===== src/rtl/serial_word_deserializer.sv =====
// Serial-to-parallel receiver: reassembles WIDTH-bit words from a qualified bit stream.
// Define PARITY_CHECK_EN to expect one even-parity bit after each word.
module serial_word_deserializer #(
    parameter int WIDTH = 4,
    parameter int CNT_W = 3
) (
    input  logic             clk,
    input  logic             reset,
    input  logic             sin,
    input  logic             sin_valid,
    input  logic             msb_first,
    input  logic             clear,
    output logic [WIDTH-1:0] dout,
    output logic             dout_valid,
    output logic             busy,
    output logic [CNT_W-1:0] bit_count,
    output logic             parity_err
);

    typedef enum logic {
        S_COLLECT = 1'b0,
        S_PARITY  = 1'b1
    } state_t;

    localparam logic [CNT_W-1:0] LAST_BIT  = CNT_W'(WIDTH - 1);
    localparam logic [CNT_W-1:0] FULL_WORD = CNT_W'(WIDTH);

    state_t           state_q, state_d;
    logic [WIDTH-1:0] shift_q, shift_d;
    logic [CNT_W-1:0] cnt_q, cnt_d;
    logic             order_q, order_d;
    logic [WIDTH-1:0] dout_q, dout_d;
    logic             valid_q, valid_d;
    logic             perr_q, perr_d;

    logic             order_eff;
    logic [WIDTH-1:0] shifted;

    // Bit order is taken live on the first bit of a word, then frozen for the rest of it.
    assign order_eff = (cnt_q == '0) ? msb_first : order_q;
    assign shifted   = order_eff ? {shift_q[WIDTH-2:0], sin} : {sin, shift_q[WIDTH-1:1]};

    always_comb begin
        state_d = state_q;
        shift_d = shift_q;
        cnt_d   = cnt_q;
        order_d = order_q;
        dout_d  = dout_q;
        valid_d = 1'b0;
        perr_d  = perr_q;
        if (clear) begin
            state_d = S_COLLECT;
            shift_d = '0;
            cnt_d   = '0;
        end else if (sin_valid) begin
            case (state_q)
                S_COLLECT: begin
                    shift_d = shifted;
                    order_d = order_eff;
                    if (cnt_q == LAST_BIT) begin
`ifdef PARITY_CHECK_EN
                        state_d = S_PARITY;
                        cnt_d   = FULL_WORD;
`else
                        dout_d  = shifted;
                        valid_d = 1'b1;
                        cnt_d   = '0;
`endif
                    end else begin
                        cnt_d = cnt_q + CNT_W'(1);
                    end
                end
                S_PARITY: begin
`ifdef PARITY_CHECK_EN
                    // Even parity: data bits plus parity bit must XOR to zero.
                    dout_d  = shift_q;
                    valid_d = 1'b1;
                    perr_d  = (^shift_q) ^ sin;
`endif
                    state_d = S_COLLECT;
                    cnt_d   = '0;
                end
                default: begin
                    state_d = S_COLLECT;
                    cnt_d   = '0;
                end
            endcase
        end
    end

    always_ff @(posedge clk) begin
        if (reset) begin
            state_q <= S_COLLECT;
            shift_q <= '0;
            cnt_q   <= '0;
            order_q <= 1'b0;
            dout_q  <= '0;
            valid_q <= 1'b0;
            perr_q  <= 1'b0;
        end else begin
            state_q <= state_d;
            shift_q <= shift_d;
            cnt_q   <= cnt_d;
            order_q <= order_d;
            dout_q  <= dout_d;
            valid_q <= valid_d;
            perr_q  <= perr_d;
        end
    end

    assign dout       = dout_q;
    assign dout_valid = valid_q;
    assign bit_count  = cnt_q;
    assign busy       = (cnt_q != '0);
    assign parity_err = perr_q;

endmodule

===== config.mk =====
export PLATFORM = sky130hd
export DESIGN_NAME = serial_word_deserializer
export DESIGN_NICKNAME = d
export VERILOG_FILES = /design/src/rtl/serial_word_deserializer.sv
export SDC_FILE = /design/constraint.sdc
export NUM_CORES = 1
export LEC_CHECK = 0
export BUFFER_PORTS_ARGS = -buffer_cell sky130_fd_sc_hd__buf_2
export CORE_MARGIN = 1
export CORE_UTILIZATION = 40
export CTS_CLUSTER_SIZE = 24
export DETAILED_ROUTE_END_ITERATION = 10
export GPL_TIMING_DRIVEN = 1
export REMOVE_ABC_BUFFERS = 1
export SLEW_MARGIN = 20
export SYNTH_ARGS = -nofsm -noshare
export SYNTH_HDL_FRONTEND = slang
export SYNTH_SLANG_ARGS = --single-unit

===== constraint.sdc =====
create_clock -name clk -period 3.63 [get_ports clk]
set_input_delay 0 -clock clk [delete_from_list [all_inputs] [get_ports clk]]
set_output_delay 0 -clock clk [all_outputs]
set_load 0.02 [all_outputs]

==> summary.log <==
INFO  worst_setup_path worstSetupStartpointType=flip-flop
INFO  worst_setup_path ff2ff_setup_slack=2.06ns
INFO  synthesis      yosys_register_bits=13
INFO  place          dpl_cell_area=637um^2
INFO  layout         n_antenna_cell=0
INFO  routing        route.antenna.remaining_nets=0
INFO  cts            cts_sinks=13
INFO  floorplan      die_width=39.5um
INFO  floorplan      floorplan.initialDensity=0.433
INFO  worst_setup_path timing_worst_setup_path_type=reg2reg
INFO  synthesis      synth.avg_cell_area=9.71um^2
INFO  synthesis      synthTopCellsByArea=sky130_fd_sc_hd__dfxtp_1 46%, sky130_fd_sc_hd__mux2i_1 7.1%, sky130_fd_sc_hd__a211oi_1 5.3%, sky130_fd_sc_hd__a21oi_1 4.4%, sky130_fd_sc_hd__ha_1 4.4%
INFO  timing         finalHoldViolCount=0
INFO  synthesis      synthesis.area=563um^2
INFO  worst_setup_path worst_setup_path_startpoint=bit_count[0]
INFO  synthesis      yosysTopAreaCellShare=0.462
INFO  timing         drv_slew=0
INFO  cts            total_setup_buffers_inserted_after_cts=0
INFO  synthesis      syn_inst=58
INFO  worst_setup_path critical-path-max-stage-delay=0.35ns
INFO  cts            cts-buffers-inserted=3
INFO  routing        drt_drc_violations_left=0
INFO  floorplan      placementRows=13
INFO  cts            cts_tree=done
INFO  min_path       hold_crit_start=sin
INFO  routing        routed-via-count=449
INFO  routing        post_drt_via_cell_ratio=4.99
INFO  floorplan      dieArea=1560um^2
INFO  flow_run       max_cap_viol_count=0
INFO  synthesis      synth_most_common_cell=sky130_fd_sc_hd__dfxtp_1
INFO  worst_setup_path crit_path_end=dout[3]
INFO  cts            clk_pin_slew=0.08ns
INFO  cts            clock-root-buffer=sky130_fd_sc_hd__clkbuf_4
INFO  synthesis      netlist.top_cell.by_area=sky130_fd_sc_hd__dfxtp_1
INFO  synthesis      count_of_synthesis_stage_warnings_from_yosys=0
INFO  synthesis      netlist_top_cells_count=13 x sky130_fd_sc_hd__dfxtp_1, 6 x sky130_fd_sc_hd__nor2_1, 5 x sky130_fd_sc_hd__a21oi_1
INFO  floorplan      floorplan.io_pins=16
INFO  routing        routed_wire_length_per_instance=11.2um
INFO  worst_setup_path crit-reg2reg-launch=bit_count[0]
INFO  place          gp_congestion=0.707
INFO  power_and_ir_drop total_leakage_power=0.301nW
INFO  place          place_inst=84
INFO  worst_setup_path worst_path_dominant_cell_family=multiplexers
INFO  cts            clk_path_buf_depth=2
INFO  routing        route.final.wire_length=1010um
INFO  worst_setup_path cell_by_cell_trace_of_the_critical_path=inv_1 > ha_1 > nand2b_4 > mux2i_4 > mux2i_1 > a211oi_1
INFO  worst_setup_path worst_setup_path_end_kind=flip-flop
INFO  worst_setup_path crit_buf_inv=1
INFO  power_and_ir_drop powerDensity=389nW/um^2
INFO  routing        drt-pass1-iter-count=2
INFO  min_path       worst_hold_path_type=in2reg
INFO  routing        first_iter_violations=6
INFO  layout         layout_overhead_on_the_synthesized_area=21.3%
INFO  worst_setup_path critical-path-slowest-cell=sky130_fd_sc_hd__dfxtp_1
INFO  global_route   grt_use_total=0.143
INFO  floorplan      core_area=1300um^2
INFO  cts            cts_htree_levels=1
INFO  place          hpwl_reported_at_the_end_of_detailed_placement=779um
INFO  timing         skew=0.00513ns
INFO  worst_setup_path reg2reg_to=dout[3]
INFO  global_route   first_global_vias=342
INFO  layout         ratio_of_cells_with_drive_above_1_in_the_final_layout=0.293
INFO  worst_setup_path critical_path.max_fanout=5
INFO  power_and_ir_drop ir_drop=0.230mV
INFO  timing         totalNegativeSetupSlack=0ns
INFO  synthesis      ys_async_sr_fraction=0
INFO  timing         fmax=0.635GHz
INFO  global_route   globalRoute.totalOverflow=0
INFO  worst_setup_path worst-path-stages=6
INFO  timing         hold-worst-slack=0.0646ns
INFO  worst_setup_path critPathRequiredTime=3.77ns
INFO  layout         fin_area=683um^2
INFO  synthesis      synth_edf_count=0
INFO  synthesis      synth-main-ff-cell=sky130_fd_sc_hd__dfxtp_1
INFO  floorplan      die_y=39.5um
INFO  global_route   antenna_violations_before_repair=0
INFO  outcome        outcome=completed
INFO  worst_setup_path worst-endpoint-arrival=1.71ns
INFO  cts            clock_latency=0.27ns
INFO  timing         min_period_over_period=0.434
INFO  global_route   global_route_wire_length_before_repair=1420um
INFO  timing         layout_min_cycle_time=1.57ns
INFO  place          port-buffer-count=14
INFO  layout         nets=84
INFO  synthesis      seq_total_area_yosys=0.462
INFO  worst_setup_path timing.reg2reg.worst_path_depth=6
INFO  timing         rsz0062_at_grt=false
INFO  global_route   grt_max_degree=16
INFO  layout         final-instance-count-excl-fill=90
INFO  timing         setup_viol=0
INFO  synthesis      ys_types=22
-- where the power goes --
part / internal [mW] / leakage (nW) / total [mW] / switching (mW)
clock network: 0.0426 / 0.0150 / 0.0888 / 0.0462
logic: 0.0128 / 0.181 / 0.0294 / 0.0166
registers: 0.146 / 0.105 / 0.148 / 0.00212
-- cells in the final DEF (no fill, tap or decap) --
cell type,count
sky130_fd_sc_hd__a31oi_1,1
sky130_fd_sc_hd__clkbuf_1,1
sky130_fd_sc_hd__ha_1,2
sky130_fd_sc_hd__inv_1,3
sky130_fd_sc_hd__dfxtp_1,13
sky130_fd_sc_hd__and3_2,1
sky130_fd_sc_hd__a311oi_1,1
sky130_fd_sc_hd__nor3_2,1
sky130_fd_sc_hd__o21ai_0,4
sky130_fd_sc_hd__mux2_2,1
sky130_fd_sc_hd__buf_2,14
sky130_fd_sc_hd__conb_1,1
sky130_fd_sc_hd__a211oi_1,4
sky130_fd_sc_hd__mux2i_1,4
sky130_fd_sc_hd__a21oi_1,5
sky130_fd_sc_hd__nor4_1,1
sky130_fd_sc_hd__clkbuf_4,3
sky130_fd_sc_hd__nor2_1,6
sky130_fd_sc_hd__nand2_1,2
sky130_fd_sc_hd__nand2b_4,1
sky130_fd_sc_hd__mux2i_4,1
sky130_fd_sc_hd__nor3_1,2
sky130_fd_sc_hd__nand2b_1,1
sky130_fd_sc_hd__dlygate4sd3_1,2
-- metal layers --
| metal | vias up | GRT usage | wire [um] | part of all wire |
|---|---|---|---|---|
| met4 | 0 | 0.0776 | 6 | 0.0059 |
| met5 | - | 0 | 0 | 0 |
| met3 | 2 | 0.0511 | 46 | 0.045 |
| li1 | 239 | - | - | - |
| met1 | 198 | 0.191 | 512 | 0.51 |
| met2 | 10 | 0.197 | 447 | 0.44 |
-- worst register-to-register path: cells and delay by family (launching register included) --
kind,cells,cell delay [ns]
adders and majority gates,1,0.23
and+or+nand+nor,1,0.09
buffers and inverters,1,0.07
muxes,2,0.60
AOI/OAI and AO/OA,1,0.10
DFF,1,0.35
-- logic make-up after synthesis --
group                    count (synthesis)  synth area share
AND/OR/NAND/NOR                         15             0.149
flip-flops                              13             0.462
buffers and inverters                    6            0.0467
other                                    1           0.00666
AO/OA/AOI/OAI                           15             0.160
multiplexers                             6             0.131
adder cells (fa/ha/maj)                  2            0.0444
-- state kept, by name (all words and copies together) (netlist names) --
name,cells
order_q,1
shift_q,4
bit_count,3
dout_valid,1
dout,4
-- through the flow --
| step | utilization | power (mW) | worst slack (ns) |
|---|---|---|---|
| 2_1_floorplan | - | 0.168 | 1.97 |
| 3_3_place_gp | 0.489 | 0.179 | 2.06 |
| 4_1_cts | 0.517 | 0.266 | 2.05 |
| 3_5_place_dp | 0.489 | 0.179 | 2.07 |
| 6_report | 0.525 | 0.266 | 2.06 |
| 5_1_grt | 0.525 | 0.280 | 1.95 |
-- worst min path at each step --
stage,endpoint,slack [ns],depth (start not counted)
2_1_floorplan,order_q,0.07,1
3_3_place_gp,bit_count[0],0.26,2
3_5_place_dp,bit_count[0],0.26,2
4_1_cts,bit_count[0],0.006,2
5_1_grt,shift_q[0],0.08,3
6_report,shift_q[0],0.06,3
-- repair_timing --
item / CTS / global route
resized for setup: 0 / 0
hold buffers: 1 / 1
endpoints found under the hold margin: 3 / 2
-- layout make-up --
| cell class | instances | area, um^2 |
|---|---|---|
| timing repair buffer | 16 | 90.1 |
| inverter | 3 | 11.3 |
| tap | 15 | 18.8 |
| multi-input combinational | 39 | 277 |
| clock buffer | 4 | 26.3 |
| sequential | 13 | 260 |
| fill | 120 | 618 |
Power figures use the tool's default switching activity.
